File: src/rtl/uart_pkg.sv
// uart_pkg
//   Shared definitions for the UART byte receiver and transmitter.
//   - uart_state_e         : receiver FSM state encoding (also used as a debug view)
//   - CLKS_PER_BIT_DEFAULT : clk cycles per bit, 100 MHz clock at 9600 baud
package uart_pkg;

  localparam int CLKS_PER_BIT_DEFAULT = 10416;

  typedef enum logic [2:0] {
    IDLE  = 3'd0,
    START = 3'd1,
    DATA  = 3'd2,
    STOP  = 3'd3,
    BREAK = 3'd4
  } uart_state_e;

endpackage

File: src/rtl/uart_rx_byte_if.sv
// uart_rx_byte_if
//   Groups the serial input and the received-byte outputs of uart_rx_byte.
//   Signals:
//     Rxd       : serial line into the receiver (idle high, 8N1, LSB first)
//     data_recv : last byte received with a good stop bit
//     Valid     : one-cycle pulse when data_recv updates
//     Frame_err : one-cycle pulse when the stop bit sampled low
//     Busy      : receiver FSM is not IDLE
//     state     : receiver FSM state, exported for observation
//   Modports:
//     slave  : the receiver (drives the outputs, reads Rxd)
//     master : the line driver / consumer
//   Handshake: there is no backpressure. Valid is a single-cycle strobe and
//   data_recv is stable from that cycle until the next Valid; a consumer
//   must capture it on the Valid cycle or later, before the next frame ends.
interface uart_rx_byte_if;
  import uart_pkg::*;

  logic        Rxd;
  logic [7:0]  data_recv;
  logic        Valid;
  logic        Frame_err;
  logic        Busy;
  uart_state_e state;

  modport slave (
    input  Rxd,
    output data_recv,
    output Valid,
    output Frame_err,
    output Busy,
    output state
  );

  modport master (
    output Rxd,
    input  data_recv,
    input  Valid,
    input  Frame_err,
    input  Busy,
    input  state
  );

endinterface

File: src/rtl/sync_2ff.sv
// sync_2ff
//   Two-flop synchronizer for a single asynchronous bit.
//   Ports:
//     clk   : destination clock
//     rst   : asynchronous active-high reset, loads RESET_VAL into both flops
//     d_i   : asynchronous input
//     q_o   : synchronized output (two clk cycles of latency)
module sync_2ff #(
  parameter logic RESET_VAL = 1'b0
) (
  input  logic clk,
  input  logic rst,
  input  logic d_i,
  output logic q_o
);

  logic meta_q;
  logic sync_q;

  always_ff @(posedge clk or posedge rst) begin
    if (rst) begin
      meta_q <= RESET_VAL;
      sync_q <= RESET_VAL;
    end else begin
      meta_q <= d_i;
      sync_q <= meta_q;
    end
  end

  assign q_o = sync_q;

endmodule

File: src/rtl/uart_rx_byte.sv
// uart_rx_byte
//   8N1 UART byte receiver. The serial line is synchronized, a start bit is
//   confirmed at its centre, then eight data bits (LSB first) and the stop
//   bit are sampled at their centres. Good frames update data_recv with a
//   Valid strobe; a low stop bit gives a Frame_err strobe and the receiver
//   waits in BREAK until the line returns high.
//   Parameters:
//     CLKS_PER_BIT : clk cycles per serial bit, >= 4
//   Ports:
//     clk : clock, all state updates on its rising edge
//     rst : asynchronous active-high reset
//     bus : uart_rx_byte_if.slave (Rxd in; data_recv, Valid, Frame_err,
//           Busy, state out)
module uart_rx_byte
  import uart_pkg::*;
#(
  parameter int CLKS_PER_BIT = CLKS_PER_BIT_DEFAULT
) (
  input  logic           clk,
  input  logic           rst,
  uart_rx_byte_if.slave  bus
);

  localparam int CW = $clog2(CLKS_PER_BIT);
  // Start bit is checked half a bit after the edge; that realigns every
  // later full-bit count onto the bit centres.
  localparam logic [CW-1:0] HALF_LAST = CW'(CLKS_PER_BIT / 2 - 1);
  localparam logic [CW-1:0] BIT_LAST  = CW'(CLKS_PER_BIT - 1);
  localparam logic [CW-1:0] CNT_ONE   = CW'(1);

  logic rxd_s;

  uart_state_e   state_q, state_d;
  logic [CW-1:0] cnt_q,   cnt_d;
  logic [2:0]    idx_q,   idx_d;
  logic [7:0]    shift_q, shift_d;
  logic [7:0]    data_q,  data_d;
  logic          valid_q, valid_d;
  logic          ferr_q,  ferr_d;

  // Reset to 1 so the idle-high line does not look like a start edge while
  // the synchronizer refills after reset.
  sync_2ff #(.RESET_VAL(1'b1)) u_sync (
    .clk (clk),
    .rst (rst),
    .d_i (bus.Rxd),
    .q_o (rxd_s)
  );

  always_ff @(posedge clk or posedge rst) begin
    if (rst) begin
      state_q <= IDLE;
      cnt_q   <= '0;
      idx_q   <= '0;
      shift_q <= 8'h00;
      data_q  <= 8'h00;
      valid_q <= 1'b0;
      ferr_q  <= 1'b0;
    end else begin
      state_q <= state_d;
      cnt_q   <= cnt_d;
      idx_q   <= idx_d;
      shift_q <= shift_d;
      data_q  <= data_d;
      valid_q <= valid_d;
      ferr_q  <= ferr_d;
    end
  end

  always_comb begin
    state_d = state_q;
    cnt_d   = cnt_q;
    idx_d   = idx_q;
    shift_d = shift_q;
    data_d  = data_q;
    valid_d = 1'b0;
    ferr_d  = 1'b0;

    case (state_q)
      IDLE: begin
        cnt_d = '0;
        idx_d = '0;
        if (!rxd_s) begin
          state_d = START;
        end
      end

      START: begin
        if (cnt_q == HALF_LAST) begin
          cnt_d = '0;
          idx_d = '0;
          // A line that is already high again was a glitch, not a start bit.
          state_d = rxd_s ? IDLE : DATA;
        end else begin
          cnt_d = cnt_q + CNT_ONE;
        end
      end

      DATA: begin
        if (cnt_q == BIT_LAST) begin
          // LSB arrives first, so shifting right leaves it in bit 0 after 8.
          shift_d = {rxd_s, shift_q[7:1]};
          cnt_d   = '0;
          idx_d   = idx_q + 3'd1;
          if (idx_q == 3'd7) begin
            state_d = STOP;
          end
        end else begin
          cnt_d = cnt_q + CNT_ONE;
        end
      end

      STOP: begin
        if (cnt_q == BIT_LAST) begin
          cnt_d = '0;
          if (rxd_s) begin
            data_d  = shift_q;
            valid_d = 1'b1;
            state_d = IDLE;
          end else begin
            ferr_d  = 1'b1;
            state_d = BREAK;
          end
        end else begin
          cnt_d = cnt_q + CNT_ONE;
        end
      end

      BREAK: begin
        // Hold off until the line goes high so a stuck-low line cannot
        // be mistaken for a stream of start bits.
        cnt_d = '0;
        if (rxd_s) begin
          state_d = IDLE;
        end
      end

      default: begin
        state_d = IDLE;
        cnt_d   = '0;
        idx_d   = '0;
      end
    endcase
  end

  assign bus.data_recv = data_q;
  assign bus.Valid     = valid_q;
  assign bus.Frame_err = ferr_q;
  assign bus.Busy      = (state_q != IDLE);
  assign bus.state     = state_q;

endmodule

File: src/flat_wrapper.sv
// flat-port wrapper written by rule: the top's interface ports become plain ports
module uart_rx_byte_flat import uart_pkg::*;
#(
  parameter int CLKS_PER_BIT = CLKS_PER_BIT_DEFAULT
)
  (clk, rst, bus_Rxd, bus_data_recv, bus_Valid, bus_Frame_err, bus_Busy, bus_state);
  uart_rx_byte_if bus_i ();
  input  logic clk;
  input  logic rst;
  input wire logic [$bits(bus_i.Rxd)-1:0] bus_Rxd;
  output wire logic [$bits(bus_i.data_recv)-1:0] bus_data_recv;
  output wire logic [$bits(bus_i.Valid)-1:0] bus_Valid;
  output wire logic [$bits(bus_i.Frame_err)-1:0] bus_Frame_err;
  output wire logic [$bits(bus_i.Busy)-1:0] bus_Busy;
  output wire logic [$bits(bus_i.state)-1:0] bus_state;
  assign bus_i.Rxd = bus_Rxd;
  assign bus_data_recv = bus_i.data_recv;
  assign bus_Valid = bus_i.Valid;
  assign bus_Frame_err = bus_i.Frame_err;
  assign bus_Busy = bus_i.Busy;
  assign bus_state = bus_i.state;
  uart_rx_byte #(.CLKS_PER_BIT(CLKS_PER_BIT)) u_core (.clk(clk), .rst(rst), .bus(bus_i));
endmodule
File: config.mk
export PLATFORM = sky130hd
export DESIGN_NAME = uart_rx_byte_flat
export DESIGN_NICKNAME = d
export VERILOG_FILES = /design/src/rtl/uart_pkg.sv /design/src/rtl/uart_rx_byte_if.sv /design/src/rtl/sync_2ff.sv /design/src/rtl/uart_rx_byte.sv /design/src/flat_wrapper.sv
export SDC_FILE = /design/constraint.sdc
export NUM_CORES = 1
export LEC_CHECK = 0
export BUFFER_PORTS_ARGS = -buffer_cell sky130_fd_sc_hd__buf_2
export CAP_MARGIN = 5
export CORE_MARGIN = 3
export CORE_UTILIZATION = 58
export CTS_BUF_LIST = sky130_fd_sc_hd__clkbuf_4 sky130_fd_sc_hd__clkbuf_8 sky130_fd_sc_hd__clkbuf_16
export DETAILED_ROUTE_END_ITERATION = 10
export HOLD_SLACK_MARGIN = 0.12
export PLACE_DENSITY = 0.83
export SLEW_MARGIN = 20
export SYNTH_ARGS = -nofsm -noshare
export SYNTH_HDL_FRONTEND = slang
export SYNTH_SLANG_ARGS = --single-unit
File: constraint.sdc
create_clock -name clk -period 2.43 [get_ports clk]
set_input_delay 0.243 -clock clk [delete_from_list [all_inputs] [get_ports clk]]
set_output_delay 0.243 -clock clk [all_outputs]
set_load 0.02 [all_outputs]
======== Word level (Yosys, flattened, before mapping) ========
Index checks and enable logic that the tools add are counted.
operators by class
  add/subtract/negate cells ............... 2
  eq/ne operators ......................... 13
  multiplexer cells ....................... 21
  bitwise logic cells ..................... 1
  reductions and logical operators ........ 8
operators with widths
  kind                     count
  $mux W14                 2
  $pmux W14 S2             1
  $mux W3                  9
  $pmux W3 S5              1
  $add A14 B1 Y14 const B  1
  $eq A14 B13 Y1 const B   1
  $eq A14 B14 Y1 const B   1
  $pmux W3 S3              1
  $ne A2 B1 Y1 const B     4
  $eq A3 B2 Y1 const B     2
  $eq A3 B3 Y1 const B     2
  $mux W1                  6
  $reduce_and A3 Y1        2
  $reduce_and A6 Y1        1
  $ne A2 B2 Y1 const B     2
  $reduce_or A2 Y1         2
  $add A3 B1 Y3 const B    1
  $eq A3 B1 Y1 const B     1
  $logic_not A3 Y1         1
  $reduce_bool A3 Y1       1
  $mux W2                  1
  $reduce_and A2 Y1        1
  $not A1 Y1               1
storage, ports and cells
  bits in registers ....................... 40
  output and inout port bits .............. 14
  logic and storage cells ................. 54

======== Logic depth before layout (Yosys ltp) ========
  word-level depth ........................ 4
  mapped depth ............................ 6
  mapped depth without buffers ............ 5

======== Cells and area by module ========
From an unflattened synthesis, not the netlist that was laid out.
second synthesis, totals
  cells, all modules ...................... 154
  area total of the unflattened synthesis .. 1848.0 µm²
by module, submodules not included
  module        times used  cells an instance  area each (µm²)
  uart_rx_byte  1           151                1791.7
  sync_2ff      1           3                  56.3

======== Worst setup path after synthesis ========
Ideal clock, no wire load.
  kind .................................... flip-flop to flip-flop
  from .................................... register u_core.cnt_q[9]
  to ...................................... register u_core.data_q[0], in the netlist u_core.bus.data_recv[0]
  setup time .............................. 0.125 ns
  arrival ................................. 1.750 ns
  data required time ...................... 2.305 ns
  setup slack ............................. 0.554 ns
  stages on the path, launching flop included .. 7
  buffers on the path ..................... 2
  cell sequence ........................... dfrtp_1 > buf_6 > or2_4 > nor4_4 > and4_4 > buf_12 > mux2_4
between the ends
  word-level cells in the longest chain between the ends .. 2
ends and longest elaborated chain
  item                                RTL line             text
  start, declared                     uart_rx_byte.sv:34   logic [CW-1:0] cnt_q, cnt_d;
  start signal, assigned              uart_rx_byte.sv:61   cnt_q <= cnt_d;
  $eq A14 B14 Y1                      uart_rx_byte.sv:114  if (cnt_q == BIT_LAST) begin
  $reduce_and A3 Y1 (no source line)  n/a
  end signal, assigned                uart_rx_byte.sv:64   data_q <= data_d;
  end, declared                       uart_rx_byte.sv:37   logic [7:0] data_q, data_d;
Every way passes these cells.
A chain may end at the register's enable or synchronous reset.

======== Worst setup path in the final report ========
  from .................................... register u_core.cnt_q[4]
  to ...................................... register u_core.data_q[5], in the netlist u_core.bus.data_recv[5]
Same word-level chain as after synthesis.

==> run metrics <==
WP data arrival 2.22 ns; number of synthesized flops with an enable pin 0; Crit path required time 2.68 ns; routed len/inst 15.44 um; Clk network pwr share 0.392; Pre-antenna DRT Iters 4; pin count of the biggest net entering global routing 36; Initial Util 0.6294; Post-Syn Instances 163; sequential-to-total area share from yosys stat 0.5057; slew margin rel. 0.6011; vias per inst 5.708; Comb power frac 0.018; final std cells w/o fill 226; setup violators final 0; Metal-1 WL 1495 um; ranking of synthesized cells by area dfrtp_1, mux2_4, nor2_1; dpl cell area 2067 um^2; share of the synthesized area in the top cell type 0.4792; IO Pins 17; num rows 20; routability congestion estimate 0.8446; Final Core Density 0.6885; slew at the pin closest to its max-slew limit 0.5978 ns; GRT overflow 0; Synth Flop Type dfrtp_1; H-Tree Depth 2; first-pass GRT wire length 6072 um; worst skew pair latency 0.35 ns; Worst path slowest cell dfrtp_1; Cell Chain, Critical Path nand4bb_1, nor4_4, and4_4, mux2_4; P_leak 1.089 nW; All-Layer GR Usage 0.1948; Post-CTS Setup Inserts 0; share of post-route cells with drive strength above 1 0.2857; final hold violation count 0; antenna violations before repair 0; CTS Buffer Depth 2; number of buffers created by CTS 5; synth cell count leaders dfrtp_1, nor2_1, mux2_4; Cell Pwr Density 523.4 nW/um^2; Area Overhead vs Synth 9.395%; number of global-route vias before repair 1311; CTS Root Cell clkbuf_4; RSZ-0062 raised after global routing false; Mapped Area 1984 um^2; Syn Nets 169; fmax 507.3 MHz; cell area after layout 2171 um^2; Post-Place Cells 216; WS Path Type reg -> reg; critical path fanouts, max 9; Final Skew 0.01503 ns; setup TNS 0 ns; met3 wire length 180 um; register bit total from synthesis 40; register share of total power 0.590; crit-path max cell delay 0.49 ns; Final min period 1.971 ns; Die Y 64.49 um; clk slew on worst S/H paths 0.13 ns; CTS Sinks 40; Port Buf Inserts 16; max-slew violation count 0; Hold WC Path Type in -> async; Routed WL 3489 um; Max-Cap Viols 0; metal2 WL 1791 um; asr flop ratio synth 1.000; Final HPWL DP 2411 um; CP Capture Type flop; Switching Power 0.2420 mW; Post-route DRC 0; P_int 0.8943 mW; Detailed Route Iter0 Violations 70; most frequent cell after synthesis dfrtp_1; Synth cell types 42; Net Sw Frac 0.2129; Die W 64.49 um; area leader, netlist dfrtp_1; via count 1290; final hold slack 0.3143 ns; Peak supply drop 0.0003587 V; period utilisation layout 0.8112; CTS tree built; final antenna-violating net count 0; core region area 3153 um^2; Ys Warns 0; Diodes inserted 0; DR top layer met4; DIE AREA 4159 um^2; Layout Nets 187; status complete, no violations; synthesized area per cell 12.17 um^2; Worst Setup Start Kind flop
-- sequential cells by signal (all words and copies together), names as in the netlist --
name	count
u_core.idx_q	3
u_core.u_sync.q_o	1
u_core.u_sync.meta_q	1
u_core.bus.Valid	1
u_core.cnt_q	14
u_core.bus.state	3
u_core.shift_q	8
u_core.bus.Frame_err	1
u_core.bus.data_recv	8
-- logic make-up after synthesis --
group | synth area share
and+or+nand+nor | 0.2030
DFF | 0.5057
muxes | 0.1211
AOI/OAI and AO/OA | 0.05612
xor gates and xnor gates | 0.05738
buffers and inverters | 0.03783
adders and majority gates | 0.01892
-- placed cells by master (no fill, tap or decap), types with 2 or more instances in the layout --
cell type,synthesis,layout
dfrtp_1,38,38
nor2_1,21,21
mux2_4,16,16
buf_2,2,16
nand2_1,11,11
xnor2_1,9,9
nand4_1,5,5
clkbuf_4,0,5
xor2_1,4,4
nor4b_1,4,4
a211o_1,4,4
nor4_1,3,3
nand3_1,3,3
nor3_1,3,3
ha_1,3,3
nor2b_1,2,2
and4b_1,2,2
inv_1,2,2
a21oi_1,2,2
dlygate4sd3_1,0,2
buf_4,0,2
dfstp_2,2,2
-- per-stage QoR --
step,setup WS [ns],total power [mW]
final,0.4587,1.136
after global routing,0.3546,1.185
after CTS,0.4701,1.154
after detailed placement,0.4676,0.7015
after global placement,0.5427,0.7008
after floorplan,0.5544,0.6945
-- layout make-up --
type	count	area, um^2
sequential	40	1003
fill	242	982.2
tap	44	55.05
timing repair buffer	20	115.1
inverter	2	7.507
multi-input combinational	112	905.9
clock buffer	5	37.54
clock inverter	3	46.29
-- power groups by stage --
| stage | Clock, mW | Combinational [mW] | Sequential (mW) |
|---|---|---|---|
| floorplan | 0 | 0.0122 | 0.682 |
| global placement | 0 | 0.0181 | 0.683 |
| finish | 0.446 | 0.0202 | 0.670 |
| detailed placement | 0 | 0.0187 | 0.683 |
| CTS | 0.463 | 0.0212 | 0.670 |
| global route | 0.491 | 0.0233 | 0.671 |
-- routing by layer --
| layer | global-route usage | up-vias |
|---|---|---|
| li1 | - | 613 |
| met1 | 0.2331 | 639 |
| met2 | 0.3260 | 36 |
| met3 | 0.07106 | 2 |
| met4 | 0.06332 | 0 |
| met5 | 0 | - |
-- timing repair --
action / in CTS / in global routing
resized for setup: 0 / 0
endpoints found under the hold margin: 6 / 0
hold buffers: 2 / 0
endpoints found under the setup margin: 0 / 0
-- critical path: cells and delay by family (launching register included) --
| kind | cells | cell delay, ns |
|---|---|---|
| DFF | 1 | 0.49 |
| and+or+nand+nor | 3 | 1.05 |
| muxes | 1 | 0.32 |
-- worst paths after layout --
check | start | endpoint | slack, ns | depth (start not counted)
max | u_core.cnt_q[4] | u_core.bus.data_recv[5] | 0.46 | 4
min | rst | u_core.bus.data_recv[3] | 0.31 | 3
max reg2reg | u_core.cnt_q[4] | u_core.bus.data_recv[5] | 0.46 | 4
min reg2reg | u_core.u_sync.meta_q | u_core.u_sync.q_o | 0.36 | 0
max in group asynchronous | rst | u_core.u_sync.q_o | 1.38 | 4
min in group clk | u_core.u_sync.meta_q | u_core.u_sync.q_o | 0.36 | 0
No activity file was read; power rests on OpenSTA's default activity.
